===== src/rtl/mod_exp_ctrl_if.sv =====
`default_nettype none
// ============================================================================
//  Module   : mod_exp_ctrl_if
//  Purpose  : Handshake/operand bundle between the modular-exponentiation
//             sequencer and the Montgomery product stage (mon_prod).
//  Ports    : master (sequencer side)
//               out: mp_start, mp_A, mp_B, mp_M, mp_num_words
//               in : mp_stop, mp_P
//             slave (mon_prod side) is the mirror image.
//  Revision : 1.0  initial release
// ============================================================================
interface mod_exp_ctrl_if #(
    parameter int bitLen     = 64,
    parameter int countWidth = 5
);
    logic                  mp_start;
    logic [bitLen-1:0]     mp_A;
    logic [bitLen-1:0]     mp_B;
    logic [bitLen-1:0]     mp_M;
    logic [countWidth-1:0] mp_num_words;
    logic                  mp_stop;
    logic [bitLen:0]       mp_P;

    modport master (
        output mp_start, mp_A, mp_B, mp_M, mp_num_words,
        input  mp_stop, mp_P
    );

    modport slave (
        input  mp_start, mp_A, mp_B, mp_M, mp_num_words,
        output mp_stop, mp_P
    );
endinterface
`default_nettype wire


===== src/rtl/mod_exp_ctrl.sv =====
`default_nettype none
// ============================================================================
//  Module   : mod_exp_ctrl
//  Purpose  : Computes RESULT = MSG^E mod M by sequencing Montgomery products
//             on mon_prod: domain entry (Xb, Ab), left-to-right
//             square-and-multiply over every exponent bit, and domain exit.
//             Each product is conditionally reduced by M before reuse.
//  Ports    : clk, reset (async, active-high)
//             start, MSG, E, M, R2, num_words  - operation request
//             busy, done, RESULT               - status / result
//             mp (mod_exp_ctrl_if.master)      - mon_prod handshake/operands
//  Revision : 1.0  initial release
// ============================================================================
module mod_exp_ctrl #(
    parameter int bitLen     = 64,
    parameter int countWidth = 5,
    parameter int expLen     = 64
) (
    input  wire                   clk,
    input  wire                   reset,
    input  wire                   start,
    input  wire  [bitLen-1:0]     MSG,
    input  wire  [expLen-1:0]     E,
    input  wire  [bitLen-1:0]     M,
    input  wire  [bitLen-1:0]     R2,
    input  wire  [countWidth-1:0] num_words,
    output logic                  busy,
    output logic                  done,
    output logic [bitLen-1:0]     RESULT,
    mod_exp_ctrl_if.master        mp
);

    localparam int c_IDX_W = (expLen > 1) ? $clog2(expLen) : 1;
    localparam logic [c_IDX_W-1:0] c_IDX_TOP = c_IDX_W'(expLen - 1);
    localparam logic [bitLen-1:0]  c_ONE     = bitLen'(1);

    typedef enum logic [2:0] {
        S_IDLE = 3'd0,
        S_XBAR = 3'd1,
        S_ABAR = 3'd2,
        S_SQR  = 3'd3,
        S_MUL  = 3'd4,
        S_EXIT = 3'd5,
        S_DONE = 3'd6
    } op_t;

    // Sub-phase of a single mon_prod call.
    typedef enum logic [1:0] {
        P_ISSUE = 2'd0,
        P_WAIT  = 2'd1,
        P_GAP   = 2'd2
    } phase_t;

    op_t                   r_op;
    phase_t                r_phase;
    logic [bitLen-1:0]     r_msg;
    logic [expLen-1:0]     r_e;
    logic [bitLen-1:0]     r_m;
    logic [bitLen-1:0]     r_r2;
    logic [countWidth-1:0] r_nw;
    logic [bitLen-1:0]     r_xb;
    logic [bitLen-1:0]     r_ab;
    logic [c_IDX_W-1:0]    r_idx;
    logic                  r_busy;
    logic                  r_done;
    logic [bitLen-1:0]     r_result;
    logic                  r_mp_start;
    logic [bitLen-1:0]     r_mp_a;
    logic [bitLen-1:0]     r_mp_b;

    op_t                   w_next_op;
    logic                  w_idx_dec;
    logic [bitLen-1:0]     w_next_a;
    logic [bitLen-1:0]     w_next_b;
    logic [bitLen:0]       w_p_minus_m;
    logic [bitLen-1:0]     w_red;

    // mon_prod guarantees P < 2M, so one conditional subtract fully reduces.
    assign w_p_minus_m = mp.mp_P - {1'b0, r_m};
    assign w_red       = (mp.mp_P >= {1'b0, r_m}) ? w_p_minus_m[bitLen-1:0]
                                                  : mp.mp_P[bitLen-1:0];

    // Successor operation and its operands, evaluated in GAP once the
    // destination register of the finished call already holds its result.
    always_comb begin
        w_next_op = S_DONE;
        w_idx_dec = 1'b0;
        w_next_a  = '0;
        w_next_b  = '0;
        case (r_op)
            S_XBAR: w_next_op = S_ABAR;
            S_ABAR: w_next_op = S_SQR;
            S_SQR: begin
                if (r_e[r_idx]) begin
                    w_next_op = S_MUL;
                end else if (r_idx == '0) begin
                    w_next_op = S_EXIT;
                end else begin
                    w_next_op = S_SQR;
                    w_idx_dec = 1'b1;
                end
            end
            S_MUL: begin
                if (r_idx == '0) begin
                    w_next_op = S_EXIT;
                end else begin
                    w_next_op = S_SQR;
                    w_idx_dec = 1'b1;
                end
            end
            default: w_next_op = S_DONE;
        endcase
        case (w_next_op)
            S_ABAR: begin w_next_a = r_r2; w_next_b = c_ONE; end
            S_SQR:  begin w_next_a = r_ab; w_next_b = r_ab;  end
            S_MUL:  begin w_next_a = r_ab; w_next_b = r_xb;  end
            S_EXIT: begin w_next_a = r_ab; w_next_b = c_ONE; end
            default: begin w_next_a = '0; w_next_b = '0; end
        endcase
    end

    always_ff @(posedge clk or posedge reset) begin
        if (reset) begin
            r_op       <= S_IDLE;
            r_phase    <= P_ISSUE;
            r_msg      <= '0;
            r_e        <= '0;
            r_m        <= '0;
            r_r2       <= '0;
            r_nw       <= '0;
            r_xb       <= '0;
            r_ab       <= '0;
            r_idx      <= '0;
            r_busy     <= 1'b0;
            r_done     <= 1'b0;
            r_result   <= '0;
            r_mp_start <= 1'b0;
            r_mp_a     <= '0;
            r_mp_b     <= '0;
        end else begin
            case (r_op)
                S_IDLE: begin
                    r_done <= 1'b0;
                    if (start) begin
                        r_msg      <= MSG;
                        r_e        <= E;
                        r_m        <= M;
                        r_r2       <= R2;
                        r_nw       <= num_words;
                        r_idx      <= c_IDX_TOP;
                        r_busy     <= 1'b1;
                        r_op       <= S_XBAR;
                        r_phase    <= P_ISSUE;
                        // First call issues straight from the request inputs
                        // because the operand registers load on this edge.
                        r_mp_start <= 1'b1;
                        r_mp_a     <= MSG;
                        r_mp_b     <= R2;
                    end
                end
                S_DONE: begin
                    r_done <= 1'b0;
                    r_op   <= S_IDLE;
                end
                default: begin
                    case (r_phase)
                        P_ISSUE: r_phase <= P_WAIT;
                        P_WAIT: begin
                            if (mp.mp_stop) begin
                                case (r_op)
                                    S_XBAR:  r_xb     <= w_red;
                                    S_EXIT:  r_result <= w_red;
                                    default: r_ab     <= w_red;
                                endcase
                                r_mp_start <= 1'b0;
                                r_phase    <= P_GAP;
                            end
                        end
                        P_GAP: begin
                            // Only move on once mon_prod has seen start low
                            // and released stop, so a stale stop is never
                            // mistaken for the next call's completion.
                            if (!mp.mp_stop) begin
                                r_phase <= P_ISSUE;
                                if (w_next_op == S_DONE) begin
                                    r_op   <= S_DONE;
                                    r_done <= 1'b1;
                                    r_busy <= 1'b0;
                                    r_mp_a <= '0;
                                    r_mp_b <= '0;
                                end else begin
                                    r_op       <= w_next_op;
                                    r_mp_start <= 1'b1;
                                    r_mp_a     <= w_next_a;
                                    r_mp_b     <= w_next_b;
                                    if (w_idx_dec) begin
                                        r_idx <= r_idx - 1'b1;
                                    end
                                end
                            end
                        end
                        default: r_phase <= P_ISSUE;
                    endcase
                end
            endcase
        end
    end

    assign busy            = r_busy;
    assign done            = r_done;
    assign RESULT          = r_result;
    assign mp.mp_start     = r_mp_start;
    assign mp.mp_A         = r_mp_a;
    assign mp.mp_B         = r_mp_b;
    assign mp.mp_M         = r_m;
    assign mp.mp_num_words = r_nw;

endmodule
`default_nettype wire


===== src/flat_wrapper.sv =====
// flat-port wrapper written by rule: the top's interface ports become plain ports
module mod_exp_ctrl_flat 
#(
    parameter int bitLen     = 64,
    parameter int countWidth = 5,
    parameter int expLen     = 64
)
  (clk, reset, start, MSG, E, M, R2, num_words, busy, done, RESULT, mp_mp_start, mp_mp_A, mp_mp_B, mp_mp_M, mp_mp_num_words, mp_mp_stop, mp_mp_P);
  mod_exp_ctrl_if #(.bitLen(bitLen), .countWidth(countWidth)) mp_i ();
  input  wire clk;
  input  wire reset;
  input  wire start;
  input  wire  [bitLen-1:0] MSG;
  input  wire  [expLen-1:0] E;
  input  wire  [bitLen-1:0] M;
  input  wire  [bitLen-1:0] R2;
  input  wire  [countWidth-1:0] num_words;
  output logic busy;
  output logic done;
  output logic [bitLen-1:0] RESULT;
  output wire logic [$bits(mp_i.mp_start)-1:0] mp_mp_start;
  output wire logic [$bits(mp_i.mp_A)-1:0] mp_mp_A;
  output wire logic [$bits(mp_i.mp_B)-1:0] mp_mp_B;
  output wire logic [$bits(mp_i.mp_M)-1:0] mp_mp_M;
  output wire logic [$bits(mp_i.mp_num_words)-1:0] mp_mp_num_words;
  input wire logic [$bits(mp_i.mp_stop)-1:0] mp_mp_stop;
  input wire logic [$bits(mp_i.mp_P)-1:0] mp_mp_P;
  assign mp_mp_start = mp_i.mp_start;
  assign mp_mp_A = mp_i.mp_A;
  assign mp_mp_B = mp_i.mp_B;
  assign mp_mp_M = mp_i.mp_M;
  assign mp_mp_num_words = mp_i.mp_num_words;
  assign mp_i.mp_stop = mp_mp_stop;
  assign mp_i.mp_P = mp_mp_P;
  mod_exp_ctrl #(.bitLen(bitLen), .countWidth(countWidth), .expLen(expLen)) u_core (.clk(clk), .reset(reset), .start(start), .MSG(MSG), .E(E), .M(M), .R2(R2), .num_words(num_words), .busy(busy), .done(done), .RESULT(RESULT), .mp(mp_i));
endmodule

===== config.mk =====
export PLATFORM = sky130hd
export DESIGN_NAME = mod_exp_ctrl_flat
export DESIGN_NICKNAME = d
export VERILOG_FILES = /design/src/rtl/mod_exp_ctrl_if.sv /design/src/rtl/mod_exp_ctrl.sv /design/src/flat_wrapper.sv
export SDC_FILE = /design/constraint.sdc
export NUM_CORES = 1
export LEC_CHECK = 0
export BUFFER_PORTS_ARGS = -buffer_cell sky130_fd_sc_hd__clkbuf_2
export CORE_ASPECT_RATIO = 0.9
export CORE_MARGIN = 4
export CORE_UTILIZATION = 55
export CTS_BUF_LIST = sky130_fd_sc_hd__clkbuf_8
export CTS_CLUSTER_DIAMETER = 50
export CTS_CLUSTER_SIZE = 16
export DETAILED_ROUTE_END_ITERATION = 8
export PLACE_DENSITY = 0.78
export SLEW_MARGIN = 40
export SYNTH_ARGS = -nofsm -noshare
export SYNTH_HDL_FRONTEND = slang
export SYNTH_SLANG_ARGS = --single-unit
export TNS_END_PERCENT = 1

===== constraint.sdc =====
create_clock -name clk -period 18.6 [get_ports clk]
set_clock_uncertainty 0.15 [all_clocks]
set_input_delay 0.93 -clock clk [delete_from_list [all_inputs] [get_ports clk]]
set_output_delay 0.93 -clock clk [all_outputs]
set_load 0.01 [all_outputs]

Word level (Yosys, flattened, before mapping)
Cells that the tools add are included.
{"block": "op_classes", "n_lt_le_gt_ge": 2, "eq_ne": 21, "bitwise_logic": 3, "muxes": 51, "n_reduce_logical": 25, "n_addsub": 2}
{"cell": "$mux W64", "n": 9}
{"cell": "$pmux W64 S2", "n": 3}
{"cell": "$pmux W64 S3", "n": 1}
{"cell": "$ge A65 B64 Y1", "n": 1}
{"cell": "$sub A64 B64 Y64", "n": 1}
{"cell": "$mux W6", "n": 5}
{"cell": "$reduce_and A4 Y1", "n": 5}
{"cell": "$eq A3 B3 Y1 const B", "n": 6}
{"cell": "$mux W3", "n": 6}
{"cell": "$mux W1", "n": 14}
{"cell": "$eq A3 B2 Y1 const B", "n": 4}
{"cell": "$pmux W3 S4", "n": 1}
{"cell": "$pmux W6 S2", "n": 1}
{"cell": "$reduce_and A6 Y1", "n": 2}
{"cell": "$reduce_bool A2 Y1", "n": 5}
{"cell": "$pmux W1 S2", "n": 4}
{"cell": "$lt A6 B7 Y1 const B", "n": 1}
{"cell": "$bmux W1 S6", "n": 1}
{"cell": "$logic_not A6 Y1", "n": 1}
{"cell": "$mux W2", "n": 3}
{"cell": "$ne A2 B2 Y1 const B", "n": 3}
{"cell": "$ne A3 B3 Y1 const B", "n": 2}
{"cell": "$pmux W2 S3", "n": 1}
{"cell": "$pmux W3 S2", "n": 1}
{"cell": "other kinds (17)", "n": 23}
{"block": "totals", "reg_bits": 531, "output_inout_bits": 264, "word_cells": 119}

Longest topological paths before layout
Gate-level depths: netlist of run 1.
{"block": "logic_depth", "depth_word": 11, "depth_mapped": 15, "mapped_depth_nobuf": 12}

Worst setup path before layout of run 1
No wires, ideal clock.
{"block": "synth_path", "kind": "input to register", "from": "in mp_mp_P[22]", "to": "reg u_core.r_result[51] (netlist: u_core.RESULT[51])", "path_slack_ns": 14.714, "path_stages": 12, "arrival_time_ns": 3.604, "t_required_ns": 18.318, "setup_ns": 0.132, "path_cell_list": "ha_1 -> a21oi_1 -> o211ai_1 -> a21bo_2 -> a211o_1 -> o211a_2 -> a221oi_4 -> nand2_2 -> buf_4 -> buf_2 -> a31oi_1 -> o21ai_0"}
{"block": "synth_via", "elab_chain_cells": 2}
{"item": "start: declaration", "line": "flat_wrapper.sv:27", "text": "input wire logic [$bits(mp_i.mp_P)-1:0] mp_mp_P;"}
{"item": "$sub A64 B64 Y64 / $ge A65 B64 Y1 (equally long branches)", "line": "mod_exp_ctrl.sv:79, mod_exp_ctrl.sv:80"}
{"item": "$mux W64 (*)", "line": "mod_exp_ctrl.sv:80", "text": "assign w_red = (mp.mp_P >= {1'b0, r_m}) ? w_p_minus_m[bitLen-1:0]"}
{"item": "end signal: assignment", "line": "mod_exp_ctrl.sv:172", "text": "S_EXIT: r_result <= w_red;"}
{"item": "end: declaration", "line": "mod_exp_ctrl.sv:66", "text": "logic [bitLen-1:0] r_result;"}
Mark *: on every way between the ends. The rest lies on a longest branch, timed or not.
A chain may end at the register's enable or synchronous reset.

Worst setup path in the final report of run 1
{"block": "layout_path", "from": "reg u_core.r_m[1] (netlist: u_core.mp.mp_M[1])", "to": "reg u_core.r_xb[46]"}
{"block": "layout_via", "elab_chain_cells": 2}
{"item": "start: declaration", "line": "mod_exp_ctrl.sv:58", "text": "logic [bitLen-1:0] r_m;"}
{"item": "start signal: assignment", "line": "mod_exp_ctrl.sv:128", "text": "r_m <= '0;"}
{"item": "start signal: assignment", "line": "mod_exp_ctrl.sv:147", "text": "r_m <= M;"}
{"item": "$sub A64 B64 Y64 / $ge A65 B64 Y1 (equally long branches)", "line": "mod_exp_ctrl.sv:79, mod_exp_ctrl.sv:80"}
{"item": "$mux W64 (*)", "line": "mod_exp_ctrl.sv:80"}
{"item": "end signal: assignment", "line": "mod_exp_ctrl.sv:171", "text": "S_XBAR: r_xb <= w_red;"}
{"item": "end: declaration", "line": "mod_exp_ctrl.sv:61", "text": "logic [bitLen-1:0] r_xb;"}
Marked as above.

==> impl_metrics.tcl, run 1 <==
set metrics [dict create \
    status "finished clean" \
    synth.ff_latch_count 531 \
    grt.overflow.total 0 \
    die_wd_um 240 \
    post_drt_via_cell_ratio 6.19 \
    crit_end "u_core.r_xb[46]" \
    regToRegEndpoint "u_core.r_xb[46]" \
    maxSlewViolCount 0 \
    setup_viol_count_final 0 \
    path_delay_family "compound AO/OA/AOI/OAI gates" \
    total_clock_buffers_created_by_cts 47 \
    yosysWarningCount 0 \
    synth.net_count 3291 \
    port-buffer-count 593 \
    critical_path_arrival_ps 5120 \
    grt_start_max_net_pins 165 \
    drt_pass1_iterations 9 \
    tritoncts "yes" \
    post_drt_wl_per_cell_um 24.4 \
    clock-root-buffer "sky130_fd_sc_hd__clkbuf_8" \
    synth-async-reset-ratio 1.00 \
    timing.critical_path.to_type "flip-flop" \
    synth_sequential_area_ratio 0.500 \
    worst_skew_pair.late_latency_ps 700 \
    drt_first_iter_violations 2858 \
    die-area_um2 51900 \
    cp-start-kind "flip-flop" \
    num_io_pins 594 \
    initial_utilization 0.555 \
    core_area_um2 47800 \
    grt_setup_unrepaired "no" \
    cts_num_sinks 531 \
    worst_path_depth 14 \
    global_route_wire_length_before_repair_um 147000 \
    tns_ps 0 \
    synth_cells 2895 \
    timing_hold_violations_final 0 \
    cts-resized-gates 0 \
    tightest_slew_ps 869 \
    grtUsageTotal 0.370 \
    final_layout_size_suffix_gt1_frac 0.229 \
    setup.reg_to_reg.worst_slack_ps 13850 \
    finalPower_uw 5970 \
    place.detailed.hpwl_um 73700 \
    synth_flop_cell "sky130_fd_sc_hd__dfrtp_1" \
    net_total_in_the_final_layout 3775 \
    post-route-drc-count 0 \
    gp_congestion 1.04 \
    placement_rows 76 \
    power-per-cell-area_nw_per_um2 192 \
    clock.fmax_mhz 210 \
    cp_max_fo 28 \
    synth.cell_area_um2 26600 \
    crit_path_start "u_core.mp.mp_M[1]" \
    antenna_violations_before_repair 14 \
    number_of_synthesized_flops_with_an_enable_pin 0 \
    crit_required_ps 18970 \
    cts_setup_buffers 0 \
    area_growth_syn_to_layout_pct 16.8 \
    die_h_um 216 \
    fillCellCount 4035 \
    clkSlewWorstSetupHoldPaths_ps 100 \
    route.antenna.remaining_nets 0 \
    crit_chain "inv_1 -> ha_1 -> nor2b_1 -> o2111a_1 -> o21ai_0 -> a31oi_1 -> o211a_2 -> a221oi_4 -> buf_6 -> nand2_2 -> buf_4 -> buf_12 -> mux2i_1 -> o21ai_0" \
    cts_max_level 2 \
    slew-limit-headroom 0.417 \
    post_synth_num_cell_types 84 \
    hold_path_class "input pin to async pin" \
    cellLeakagePower_uw 0.0156 \
    reg2reg_depth 14 \
    detail_route.wirelength_um 98400 \
    most-common-layout-cells "sky130_fd_sc_hd__nand2_1, sky130_fd_sc_hd__clkbuf_2, sky130_fd_sc_hd__dfrtp_1" \
    layout.cells.most_common "sky130_fd_sc_hd__nand2_1" \
    routed-via-count 24984 \
    critical_path.max_stage_delay_ps 520 \
    final_critical_period_ps 4750 \
    grt_pass1_vias 24140 \
    worst_path_max_delay_cell "sky130_fd_sc_hd__dfrtp_1" \
    ir_worst_vdd_mv 0.106 \
    crit-reg2reg-launch "u_core.mp.mp_M[1]" \
    timing.final.crit_share 0.256 \
    ctsHoldBuffers 0 \
    number_of_maximum_capacitance_constraint_violations 0 \
    syn_area_per_cell_um2 9.18 \
    worst_path_buf_inv 4 \
    max_buffers_root_to_sink 3 \
    most_frequent_cp_cell "sky130_fd_sc_hd__o21ai_0" \
    criticalPathCategory "flip-flop to flip-flop" \
]
[registers in the layout (all words and copies together), names as in the netlist]
register,count
u_core.r_xb,64
u_core.mp.mp_M,64
u_core.busy,1
u_core.r_phase,2
u_core.r_op,3
u_core.mp.mp_B,64
u_core.r_ab,64
u_core.r_e,64
u_core.done,1
u_core.r_idx,6
u_core.r_r2,64
u_core.mp.mp_A,64
u_core.mp.mp_start,1
u_core.mp.mp_num_words,5
u_core.RESULT,64
[worst min path at each step]
stage,end,slack (ps),cells after the start
global route,u_core.mp.mp_A[7],230,2
finish,u_core.mp.mp_A[7],170,2
global placement,u_core.r_e[47],300,2
detailed placement,u_core.r_e[8],310,2
floorplan,u_core.r_e[13],290,2
CTS,u_core.mp.mp_A[7],200,2
[Yosys cell counts, types with 5 or more instances]
master | count | area share
sky130_fd_sc_hd__a211oi_1 | 7 | 0.0020
sky130_fd_sc_hd__nand3_1 | 57 | 0.011
sky130_fd_sc_hd__nor4_1 | 10 | 0.0024
sky130_fd_sc_hd__nand4_1 | 27 | 0.0064
sky130_fd_sc_hd__clkbuf_1 | 151 | 0.021
sky130_fd_sc_hd__o211ai_1 | 13 | 0.0037
sky130_fd_sc_hd__nor2b_1 | 7 | 0.0016
sky130_fd_sc_hd__xor2_1 | 21 | 0.0069
sky130_fd_sc_hd__o21bai_1 | 11 | 0.0031
sky130_fd_sc_hd__dfrtp_1 | 531 | 0.50
sky130_fd_sc_hd__buf_2 | 15 | 0.0028
sky130_fd_sc_hd__a21oi_1 | 95 | 0.018
sky130_fd_sc_hd__and3_1 | 10 | 0.0024
sky130_fd_sc_hd__ha_1 | 65 | 0.031
sky130_fd_sc_hd__a22oi_1 | 153 | 0.043
sky130_fd_sc_hd__xnor2_1 | 31 | 0.010
sky130_fd_sc_hd__mux4_1 | 8 | 0.0079
sky130_fd_sc_hd__a211o_1 | 6 | 0.0020
sky130_fd_sc_hd__a31oi_1 | 16 | 0.0038
sky130_fd_sc_hd__mux4_2 | 8 | 0.0068
sky130_fd_sc_hd__or4_1 | 5 | 0.0014
sky130_fd_sc_hd__buf_6 | 5 | 0.0021
sky130_fd_sc_hd__nor3_1 | 22 | 0.0041
sky130_fd_sc_hd__o21a_1 | 15 | 0.0042
sky130_fd_sc_hd__a222oi_1 | 41 | 0.015
sky130_fd_sc_hd__nand2b_1 | 8 | 0.0019
sky130_fd_sc_hd__mux2i_1 | 41 | 0.015
sky130_fd_sc_hd__o21ai_0 | 343 | 0.065
sky130_fd_sc_hd__inv_1 | 87 | 0.012
sky130_fd_sc_hd__a21o_1 | 24 | 0.0068
sky130_fd_sc_hd__nor2_1 | 75 | 0.011
sky130_fd_sc_hd__o221ai_1 | 6 | 0.0020
sky130_fd_sc_hd__buf_1 | 6 | 0.00085
sky130_fd_sc_hd__nand2_1 | 830 | 0.12
sky130_fd_sc_hd__o31ai_1 | 7 | 0.0020
sky130_fd_sc_hd__and2_1 | 6 | 0.0014
sky130_fd_sc_hd__o22ai_1 | 5 | 0.0012
sky130_fd_sc_hd__mux2_2 | 37 | 0.016
[cell families (layout without fill, tap and decap cells)]
logic type,after synthesis,in the layout,share of synthesized area
XOR/XNOR,52,52,0.0171
other,0,5,0
AND/OR/NAND/NOR,1084,1084,0.169
multiplexers,99,99,0.0502
AO/OA/AOI/OAI,792,792,0.190
adder cells (fa/ha/maj),66,66,0.0314
buffers and inverters,271,785,0.0419
flip-flops,531,531,0.500
[worst reg2reg max path: stages (launching register included)]
cell and delay [ps]:
sky130_fd_sc_hd__dfrtp_1 520, sky130_fd_sc_hd__inv_1 190, sky130_fd_sc_hd__ha_1 330, sky130_fd_sc_hd__nor2b_1 150
sky130_fd_sc_hd__o2111a_1 260, sky130_fd_sc_hd__o21ai_0 270, sky130_fd_sc_hd__a31oi_1 250, sky130_fd_sc_hd__o211a_2 410
sky130_fd_sc_hd__a221oi_4 510, sky130_fd_sc_hd__buf_6 250, sky130_fd_sc_hd__nand2_2 60, sky130_fd_sc_hd__buf_4 320
sky130_fd_sc_hd__buf_12 260, sky130_fd_sc_hd__mux2i_1 490, sky130_fd_sc_hd__o21ai_0 180
[layout make-up]
class	instances	area, µm²	share of cell area
multi-input combinational	2093	12300	0.396
tap	624	781	0.0252
inverter	87	339	0.0109
antenna	5	12.5	0.000403
sequential	531	13300	0.428
clock buffer	49	674	0.0217
timing repair buffer	619	3270	0.105
clock inverter	30	369	0.0119
[where the power goes]
part	switching [µW]	leakage [µW]	total, µW	internal (µW)
logic	2080	0.00836	3150	1070
registers	371	0.00667	2050	1670
clock network	436	0.000545	777	341
total	2880	0.0156	5970	3090
[through the flow]
step	utilization	hold slack, ps	cells	worst slack (ps)	cell area (µm²)
floorplan	-	287	2895	2680	26600
global placement	0.623	299	3949	13380	29800
detailed placement	0.626	310	3952	13360	29900
CTS	0.647	204	4031	13840	31000
global route	0.649	231	4038	13740	31000
finish	0.649	167	4038	13850	31000
[layer usage]
layer  vias to the layer above  global-route usage  wire length, µm
met4                        16               0.113             3270
li1                      11123                   -                -
met5                         -                   0               98
met1                     12211               0.516            39700
met3                       212               0.100            10900
met2                      1422               0.570            44400
Power figures use the tool's default switching activity.
==> run 2, diff against run 1 <==
Clock period 18.6 ns to 4.9 ns, I/O delays scaled along.
==> impl_metrics.tcl, run 2 (same netlist as run 1, synthesis figures left out) <==
set metrics [dict create \
    status "finished with violations" \
    violations "DRC" \
    hold-worst-slack_ps 62.9 \
    post_drt_via_cell_ratio 6.20 \
    gp_congestion 1.03 \
    critical_path_arrival_ps 4710 \
    cts_num_sinks 531 \
    most-common-layout-cells "sky130_fd_sc_hd__nand2_1, sky130_fd_sc_hd__clkbuf_2, sky130_fd_sc_hd__dfrtp_1" \
    criticalPathCategory "flip-flop to flip-flop" \
    layout.core_utilization 0.721 \
    num_io_pins 594 \
    initial_utilization 0.555 \
    place.detailed.hpwl_um 73000 \
    timing_hold_violations_final 0 \
    cellLeakagePower_uw 0.0170 \
    cp_max_fo 26 \
    fillCellCount 3424 \
    busiest_layer "met2" \
    tritoncts "yes" \
    finish.cell_count_without_fillers 4388 \
    clock-root-buffer "sky130_fd_sc_hd__clkbuf_8" \
    max_buffers_root_to_sink 3 \
    placed_cells_incl_taps 3965 \
    crit-reg2reg-launch "u_core.mp.mp_M[16]" \
    drt_pass1_iterations 9 \
    clock.fmax_mhz 230 \
    drt_first_iter_violations 3338 \
    setup_viol_count_final 0 \
    cts_max_level 2 \
    clkSlewWorstSetupHoldPaths_ps 110 \
    die_wd_um 240 \
    cts_setup_buffers 0 \
    grt_setup_unrepaired "no" \
    reg2reg_depth 12 \
    timing.final.crit_share 0.887 \
    core_area_um2 47800 \
    crit_required_ps 5270 \
    worst_skew_pair.late_latency_ps 700 \
    crit_path_start "u_core.mp.mp_M[16]" \
    placement_rows 76 \
    final_critical_period_ps 4350 \
    power-per-cell-area_nw_per_um2 680 \
    antenna_violations_before_repair 9 \
    timing.critical_path.to_type "flip-flop" \
    net_total_in_the_final_layout 4114 \
    finalPower_uw 23400 \
    maxSlewViolCount 0 \
    die-area_um2 51900 \
    grt_start_max_net_pins 166 \
    number_of_maximum_capacitance_constraint_violations 0 \
    use_met3 0.0912 \
    die_h_um 216 \
    use_met2 0.623 \
    grt_pass1_vias 26834 \
    area_growth_syn_to_layout_pct 29.8 \
    total_clock_buffers_created_by_cts 50 \
    hold_path_class "input pin to async pin" \
    grtUsageTotal 0.399 \
    slew-limit-headroom 0.422 \
    route.antenna.remaining_nets 0 \
    cp-start-kind "flip-flop" \
    detail_route.wirelength_um 107000 \
    tightest_slew_ps 858 \
    grt.overflow.total 0 \
    post_drt_wl_per_cell_um 24.4 \
    gr-usage-met1 0.534 \
    layout.cells.most_common "sky130_fd_sc_hd__nand2_1" \
    global_route_wire_length_before_repair_um 160000 \
    post-route-drc-count 12 \
    routed-via-count 27196 \
    ir_worst_vdd_mv 0.504 \
    port-buffer-count 593 \
    final_layout_size_suffix_gt1_frac 0.214 \
]
[run 2: changes by cell type in the layout (fill, tap and decap cells not counted), moves of 5 or more]
| cell | before | now |
|---|---|---|
| sky130_fd_sc_hd__clkbuf_8 | 50 | 55 |
| sky130_fd_sc_hd__buf_12 | 4 | 9 |
| sky130_fd_sc_hd__buf_4 | 12 | 28 |
| sky130_fd_sc_hd__dlygate4sd3_1 | 0 | 324 |
| sky130_fd_sc_hd__diode_2 | 5 | 12 |
| sky130_fd_sc_hd__buf_6 | 8 | 0 |
[run 2: report_power, final]
group	switching, µW	internal, µW
clock	1750	1320
combinational	8190	4330
sequential	1480	6360
total	11400	12000
[run 2: final cells by class]
cell class / instances / area [µm²] / area share
Antenna cell: 12 / 30.0 / 0.000871
Clock buffer: 55 / 757 / 0.0220
Inverter: 87 / 330 / 0.00958
Multi-Input combinational cell: 2093 / 12300 / 0.356
Tap cell: 624 / 781 / 0.0227
Sequential cell: 531 / 13300 / 0.386
Timing Repair Buffer: 955 / 6630 / 0.192
Clock inverter: 31 / 372 / 0.0108
[run 2: through the flow]
| stage | TNS (ps) | instance area, µm² | worst slack, ps |
|---|---|---|---|
| after floorplan | -1440650 | 26600 | -2710 |
| after detailed placement | 0 | 30000 | 715 |
| after global routing | 0 | 34400 | 417 |
| after CTS | 0 | 34400 | 677 |
| final | 0 | 34500 | 554 |
| after global placement | 0 | 30000 | 854 |
[run 2: metal layers]
layer | up-vias | share of wire
met2 | 1830 | 0.45
met5 | - | 0.00031
met3 | 363 | 0.11
met4 | 4 | 0.053
li1 | 11817 | -
met1 | 13182 | 0.38
[run 2: final timing paths]
| kind | to | slack (ps) |
|---|---|---|
| max | u_core.r_xb[47] | 550 |
| min | u_core.mp.mp_A[1] | 60 |
| max reg2reg | u_core.r_xb[47] | 550 |
| min reg2reg | u_core.r_e[9] | 330 |
| max in group asynchronous | u_core.r_e[0] | 3230 |
| min in group clk | u_core.RESULT[2] | 80 |
[run 2: repair_timing]
item | CTS | global route
gates resized for setup | 0 | 0
hold buffers | 324 | 0
hold endpoints to repair | 523 | 0
[run 2: worst max-delay path, stage by stage, from the launching register on]
cell	delay (ps)
sky130_fd_sc_hd__dfrtp_1	370
sky130_fd_sc_hd__inv_1	60
sky130_fd_sc_hd__ha_1	450
sky130_fd_sc_hd__nand2_1	170
sky130_fd_sc_hd__o21a_1	240
sky130_fd_sc_hd__a2111o_1	370
sky130_fd_sc_hd__a31oi_1	400
sky130_fd_sc_hd__o211a_2	370
sky130_fd_sc_hd__a221oi_4	100
sky130_fd_sc_hd__nand2_2	100
sky130_fd_sc_hd__buf_4	410
sky130_fd_sc_hd__mux2i_1	690
sky130_fd_sc_hd__o21ai_0	270
